==> config.mk <==
export PLATFORM = sky130hd
export DESIGN_NAME = get_arbiter
export DESIGN_NICKNAME = d
export VERILOG_FILES = /design/src/rtl/arb_pkg.sv /design/src/rtl/arb_rr_pick.sv /design/src/rtl/get_arbiter.sv
export SDC_FILE = /design/constraint.sdc
export NUM_CORES = 1
export LEC_CHECK = 0
export BUFFER_PORTS_ARGS = -buffer_cell sky130_fd_sc_hd__buf_4
export CORE_MARGIN = 2
export CORE_UTILIZATION = 49
export DETAILED_ROUTE_END_ITERATION = 16
export PLACE_DENSITY = 0.74
export SLEW_MARGIN = 20
export SYNTH_ARGS = -nofsm -noshare
export SYNTH_HDL_FRONTEND = slang
export SYNTH_SLANG_ARGS = --single-unit
==> constraint.sdc <==
create_clock -name clk -period 2.1 [get_ports clk]
set_input_delay 0.42 -clock clk [delete_from_list [all_inputs] [get_ports clk]]
set_output_delay 0.42 -clock clk [all_outputs]
set_load 0.02 [all_outputs]
==> src/rtl/arb_pkg.sv <==
// arb_pkg: shared policy/state types and limits for get_arbiter
package arb_pkg;
   typedef enum int {ArbFixed = 0, ArbRoundRobin = 1, ArbLocked = 2, ArbDefault = 100} arb_policy_e;
   typedef enum logic [1:0] {Idle, Grant, Hold} arb_state_e;
   localparam int MaxNumReq = 16;
endpackage

==> src/rtl/arb_rr_pick.sv <==
// arb_rr_pick: picks the first set request at or after ptr (wrapping); ptr=0 gives fixed priority
module arb_rr_pick #(
   parameter int N = 4,
   parameter int IdW = $clog2(N)
) (
   input  logic [N-1:0]   req,
   input  logic [IdW-1:0] ptr,
   output logic [N-1:0]   win,
   output logic [IdW-1:0] idx
);
   logic [IdW:0] j;
   logic found;
   always_comb begin
      win = '0;
      idx = '0;
      found = 1'b0;
      j = '0;
      for (int i = 0; i < N; i++) begin
         j = {1'b0, ptr} + (IdW+1)'(i);
         j = (j >= (IdW+1)'(N)) ? j - (IdW+1)'(N) : j;
         if (!found && req[j[IdW-1:0]]) begin
            found = 1'b1;
            win[j[IdW-1:0]] = 1'b1;
            idx = j[IdW-1:0];
         end
      end
   end
endmodule

==> src/rtl/get_arbiter.sv <==
// get_arbiter: registered N-way arbiter, one grant held until a valid/ready handshake.
// Define GET_ARB_STATS_EN to add grant_count, a saturating count of completed handshakes.
module get_arbiter
   import arb_pkg::*;
#(
   parameter int          NumReq = 4,
   parameter arb_policy_e Policy = ArbRoundRobin,
   parameter int          IdW    = $clog2(NumReq)
) (
   input  logic              clk,
   input  logic              rst,
   input  logic [NumReq-1:0] req,
   input  logic              res_ready,
   output logic [NumReq-1:0] gnt,
   output logic              gnt_valid,
   output logic [IdW-1:0]    gnt_id,
   output logic              busy
`ifdef GET_ARB_STATS_EN
   ,
   output logic [15:0]       grant_count
`endif
);
   arb_state_e state, state_n;
   logic [IdW-1:0] ptr, pick_ptr, win_id;
   logic [NumReq-1:0] req_m, win;
   logic lock_en, pol_ok, hs, lock_hit, stay;
   if (NumReq < 2 || NumReq > MaxNumReq) begin : g_bad_n
      $error("get_arbiter: NumReq %0d outside 2..%0d", NumReq, MaxNumReq);
   end
   if (Policy inside {ArbRoundRobin, ArbDefault}) begin : g_rr
      assign pick_ptr = ptr;
      assign lock_en  = 1'b0;
      assign pol_ok   = 1'b1;
   end else if (Policy == ArbFixed) begin : g_fixed
      assign pick_ptr = '0;
      assign lock_en  = 1'b0;
      assign pol_ok   = 1'b1;
   end else if (Policy == ArbLocked) begin : g_locked
      assign pick_ptr = ptr;
      assign lock_en  = 1'b1;
      assign pol_ok   = 1'b1;
   end else begin : g_bad_policy
      $error("get_arbiter: unsupported Policy %0d", Policy);
      assign pick_ptr = '0;
      assign lock_en  = 1'b0;
      assign pol_ok   = 1'b0;
   end
   // An unsupported policy never sees a request, so it idles with all outputs at zero.
   assign req_m = pol_ok ? req : '0;
   arb_rr_pick #(.N(NumReq), .IdW(IdW)) u_pick (
      .req(req_m),
      .ptr(pick_ptr),
      .win(win),
      .idx(win_id)
   );
   assign hs       = gnt_valid && res_ready;
   assign lock_hit = lock_en && req[gnt_id];
   assign busy     = state != Idle;
   // stay: current grant is kept; otherwise the winner (or nothing) is loaded this edge.
   always_comb begin
      stay    = (state == Grant) ? (!hs || lock_hit) : (state == Hold && lock_hit);
      state_n = stay ? ((state == Grant && hs) ? Hold : state) : (|req_m ? Grant : Idle);
   end
   always_ff @(posedge clk) begin
      if (rst) begin
         state     <= Idle;
         gnt       <= '0;
         gnt_id    <= '0;
         gnt_valid <= 1'b0;
         ptr       <= '0;
      end else begin
         state <= state_n;
         if (!stay) begin
            gnt       <= win;
            gnt_id    <= win_id;
            gnt_valid <= |req_m;
            if (|req_m) ptr <= (win_id == IdW'(NumReq-1)) ? '0 : win_id + 1'b1;
         end
      end
   end
`ifdef GET_ARB_STATS_EN
   always_ff @(posedge clk) begin
      if (rst) grant_count <= '0;
      else if (hs && grant_count != 16'hFFFF) grant_count <= grant_count + 16'd1;
   end
`endif
endmodule
# Word level (Yosys, flattened, before mapping)

Cells that the tools add are included.

Latch bits: 0
Memory bits (read-only): 0
Memory bits (writable): 0
Flip-flop bits (word level): 11
Input port bits: 7
Memories kept: 0

Shift-type cells: 0
Bitwise logic cells: 4
Multipliers: 0
Reductions and logical operators: 16
Muxes and demuxes: 36
Divide/modulo/power cells: 0
Equality and inequality tests: 3
Order comparisons: 12
$add $sub $neg: 8

Operators with widths:

| operator                                                               | number |
|---|---|
| 2-bit 2-to-1 mux                                                       | 11 |
| 4-bit 2-to-1 mux                                                       | 4 |
| 1-bit 2-to-1 mux                                                       | 13 |
| 2-bit by 3-bit < comparator with 1-bit output (second input constant)  | 4 |
| 4-bit OR                                                               | 3 |
| 3-bit >= comparator (second input constant)                            | 3 |
| 1-bit logical AND                                                      | 9 |
| 1-bit binary-select mux with 2-bit select                              | 4 |
| 1-bit demux with 2-bit select                                          | 4 |
| 2-bit by 1-bit >= comparator with 1-bit output (second input constant) | 4 |
| 2-bit by 1-bit subtractor with 2-bit output (second input constant)    | 4 |
| 2-bit by 2-bit adder with 3-bit output (second input constant)         | 2 |
| 1-bit zero test                                                        | 4 |
| 4-bit OR reduction                                                     | 1 |
| 2-bit by 1-bit adder with 3-bit output (second input constant)         | 1 |
| 2-bit by 3-bit >= comparator with 1-bit output (second input constant) | 1 |
| 2-bit by 1-bit adder with 2-bit output (second input constant)         | 1 |
| 2-bit by 1-bit equality test with 1-bit output (second input constant) | 1 |
| 2-bit equality test (second input constant)                            | 1 |
| 2-bit by 1-bit != test with 1-bit output (second input constant)       | 1 |
| 2-bit AND reduction                                                    | 1 |
| 2-bit nonzero test                                                     | 1 |
| 1-bit inverter                                                         | 1 |

# Longest topological paths before layout

Word-level depth: 16
Mapped depth: 8

# Cells and area by module

A second synthesis with hierarchy kept.

Cells, all modules: 96
Area, all modules: 882.1 um^2

Modules (own cells, without submodules):

| module      | times used | area each (um^2) | cells each | seq. area each (um^2) |
|---|---|---|---|---|
| get_arbiter | 1          | 462.9            | 50         | 220.2 |
| arb_rr_pick | 1          | 419.2            | 46         | 0.0 |

# Least setup slack after synthesis

No wires, ideal clock.

Path type: register to register
From: register (tool-made name)
To: register ptr[1] (netlist: pick_ptr[1])
Cell stages (with the launch flop): 9
Arrival time: 2.162 ns
Library setup time: 0.096 ns
Setup slack: -0.158 ns
Path buffers: 1
Cells stage by stage: dfxtp_1 > buf_6 > inv_1 > ha_1 > mux4_2 > nor2b_2 > o21ai_0 > o211a_1 > o41ai_2

RTL lines:

| item                 | line              | RTL |
|---|---|---|
| end signal, assigned | get_arbiter.sv:77 | `if (\|req_m) ptr <= (win_id == IdW'(NumReq-1)) ? '0 : win_id + 1'b1;` |
| end, declared        | get_arbiter.sv:24 | `logic [IdW-1:0] ptr, pick_ptr, win_id;` |

# Final worst setup path

From: register ptr[1] (netlist: pick_ptr[1])
To: register ptr[1] (netlist: pick_ptr[1])

Longest elaborated chain between the ends: 16
Elaborated cells on any way between the ends: 39
Classes of those cells: add/sub: 8; order compare: 4; eq/ne: 1; mux: 20; reduce/logical: 6

RTL lines:

| item                                                                                 | line              | RTL |
|---|---|---|
| branches (longest 13 deep; another with 2-bit by 1-bit adder with 3-bit output)      | --                |  |
| 2-bit 2-to-1 mux (*)                                                                 | arb_rr_pick.sv:21 | `if (!found && req[j[IdW-1:0]]) begin` |
| 2-bit by 1-bit adder with 2-bit output / 2-bit equality test (equally long branches) | get_arbiter.sv:77 |  |
| 2-bit 2-to-1 mux (*)                                                                 | get_arbiter.sv:77 |  |

Mark *: on every way between the ends. The select of a mux whose other input is x is not followed.
A chain may end at the register's enable or synchronous reset.

==> key figures <==
Global routing
  – Gr ovfl total: 0
  – Total GRT Usage: 0.192
  – Initial antenna violation count: 0
  – Pin count of the biggest net entering global routing: 12
  – Global-route wire length before repair: 3060 µm
  – Vias in the first global route: between 600 and 700

Synth
  – Yosys warns: 0
  – Largest area contributor in the netlist: dfxtp_1
  – Most used DFF post-synth: dfxtp_1
  – Post-synth EDFFs: 0
  – Synth Cell Area: 900 µm²
  – Post-Syn Instances: 94
  – Avg Inst Size Synth: 9.57 µm²
  – Sequential share of the synthesized area: 0.245
  – Post-synth ARST share: 0
  – Synth Register Bits: 11
  – Synth cell types: 37
  – Top area cells in the synthesized netlist: dfxtp_1 24%, mux4_2 10%, ha_1 8.3%, a22oi_1 7.5%, a311oi_1 4.9%
  – Synthesized Nets: about 110
  – Synth top area share: 0.245

Final layout
  – Share of cells above drive strength 1: 0.413
  – Reg area: 228 µm²
  – Commonest non-fill, non-tap cell in the layout: buf_4
  – NumNets Final: about 140
  – Fin cells: about 150
  – Fin util: 0.676
  – N_diodes: 0
  – Most frequent cells in the layout: 29 x buf_4, 9 x a22oi_1, 9 x dfxtp_1
  – Area occupied by multi-input gates: about 660 µm²
  – FILL cells: about 160
  – Area delta synth->final: 29.8%

Critical path
  – Crit path launch type: flip-flop
  – Crit path max fanout: 6
  – CP dominant cell by count: o211a_1
  – Worst path cell trace: inv_2, ha_4, mux4_2, nor2b_4, o211a_1, o211a_1, o41ai_2
  – Slowest-stage cell, CP: dfxtp_4
  – Crit-path max cell delay: around 380 ps
  – Setup slack, reg-to-reg: 70 ps
  – Worst setup EP type: flip-flop
  – Worst Path Required: 2260 ps
  – Worst Path Arrival: about 2200 ps
  – WS Path Type: flip-flop to flip-flop

Clocking
  – Clk_lat worst skew: 260 ps
  – Root Driver: clkbuf_4
  – TritonCTS clock tree: done
  – Clock sink count: 11
  – Clock Path Buffers: 2
  – H-tree Lvls: 1
  – Num CTS Buffers: 3
  – CTS clk-pin slew, worst paths: about 70 ps

Drt
  – DR iter-0 viols: 27
  – Drt wl/cell: 13.4 µm
  – Via count: 818
  – Drt via density: about 5.6
  – Total wire length: a little under 2000 µm
  – Drc violations: 0
  – Pre-antenna DRT Iters: 4
  – Antenna-violating nets left: 0

Floorplanning
  – CORE AREA: between 1500 and 2000 µm²
  – Die area: around 2200 µm²
  – # IOs: 15
  – Initial core utilization: 0.521
  – Die X-Extent: 46.8 µm
  – Row count: 15
  – Die height: 46.8 µm

Power and ir drop
  – Cell area power density: about 1200 nW/µm²
  – Sw Share: 0.403
  – Leakage: 0.505 nW
  – Internal: ~0.86 mW
  – Worst vdd ir: a little under 0.7 mV
  – Power share of the clock group: 0.096
  – Reg power frac: 0.216
  – Switching pwr: between 0.5 and 0.6 mW
  – Comb power frac: 0.688
  – Total power: between 1 and 1.5 mW

Run
  – Max cap viols: 0

STA
  – TNS Setup: 0 ps
  – Setup Skew: roughly 7.5 ps
  – Hold slack: roughly 400 ps
  – Final Setup Violations: 0
  – Final Hold Viols: 0
  – Final worst path period need: roughly 2000 ps
  – Fmax: 492 MHz
  – Final period util: 0.969
  – Slew Viols, Final: 0

Placement
  – Gp weighted congestion: 0.811
  – Placed Cells: about 140
  – Port buffer count: 14
  – Dpl hpwl: 1460 µm

Run status
  – Status: finished clean

Worst hold path
  – Hold WC Path Type: primary input to flip-flop
[synthesized netlist by cell type, types with 2 or more instances]
cell and count:
a21oi_1 4, nand3b_1 3, o211a_1 3, buf_4 2, or2_2 2, inv_1 2, buf_6 2, mux4_2 4
mux2i_1 3, dfxtp_1 11, or2_1 4, clkbuf_1 2, a311oi_1 5, a22oi_1 9, nor2b_1 2, nand2_1 3
nor2_1 6, o21ai_0 2, ha_1 6, o21a_1 2
[logic make-up after synthesis]
kind of cell | after synthesis | share of synthesized area
buffers and inverters | 8 | 0.0584
AOI/OAI and AO/OA | 33 | 0.293
DFF | 11 | 0.245
other | 1 | 0.00417
muxes | 7 | 0.134
and+or+nand+nor | 28 | 0.182
adders and majority gates | 6 | 0.0834
[worst paths after layout]
| check | startpoint | endpoint | cells after the start |
|---|---|---|---|
| setup / recovery | pick_ptr[1]$_SDFFE_PP0P_ | pick_ptr[1]$_SDFFE_PP0P_ | 7 |
| hold / removal | rst | gnt[0]$_SDFFE_PP0N_ | 2 |
| setup reg to reg | pick_ptr[1]$_SDFFE_PP0P_ | pick_ptr[1]$_SDFFE_PP0P_ | 7 |
| hold reg to reg | gnt_id[0]$_SDFFE_PP0N_ | gnt_id[0]$_SDFFE_PP0N_ | 2 |
[cell type report]
type / count / area share
well taps: 25 / 0.0268
repair buffers: 29 / 0.186
inverters: 2 / 0.00643
flip-flops and latches: 11 / 0.195
multi-input cells: 75 / 0.563
clock buffers: 4 / 0.0225
[flip-flops by register name (all words and copies together), names as in the netlist, named ones only]
name       cells
gnt            4
gnt_valid      1
state          2
gnt_id         2
pick_ptr       1
[layer usage]
metal	global-route usage	vias to the layer above	share of wire
li1	-	423	-
met1	0.259	368	0.46
met2	0.326	25	0.48
met3	0.0115	2	0.045
met4	0.0667	0	0.010
met5	0	-	0
[power by group through the flow]
stage	combinational, mW	sequential (mW)	clock (mW)
after floorplan	0.603	0.353	0
after global placement	0.875	0.309	0
after detailed placement	0.887	0.312	0
after CTS	0.891	0.308	0.143
after global routing	1.09	0.319	0.153
final	0.997	0.312	0.140
[timing repair]
action	in CTS	in global routing
resized for setup	0	8
hold buffers	0	0
setup buffers	0	6
endpoints found under the setup margin	0	4
[through the flow]
| step | worst slack, ps | instance area [µm²] |
|---|---|---|
| floorplan | 29.2 | 920 |
| global placement | 52.7 | 1080 |
| detailed placement | 16.3 | 1080 |
| CTS | 37.7 | 1100 |
| global route | -4.74 | 1170 |
| finish | 66.1 | 1170 |
[worst max-delay path, delay by kind of cell (launching register included)]
kind | cells | cell delay [ps]
AOI/OAI and AO/OA | 3 | 770
adders and majority gates | 1 | 290
buffers and inverters | 1 | 60
DFF | 1 | 380
muxes | 1 | 290
and+or+nand+nor | 1 | 150
(Power assumes the default switching activity.)
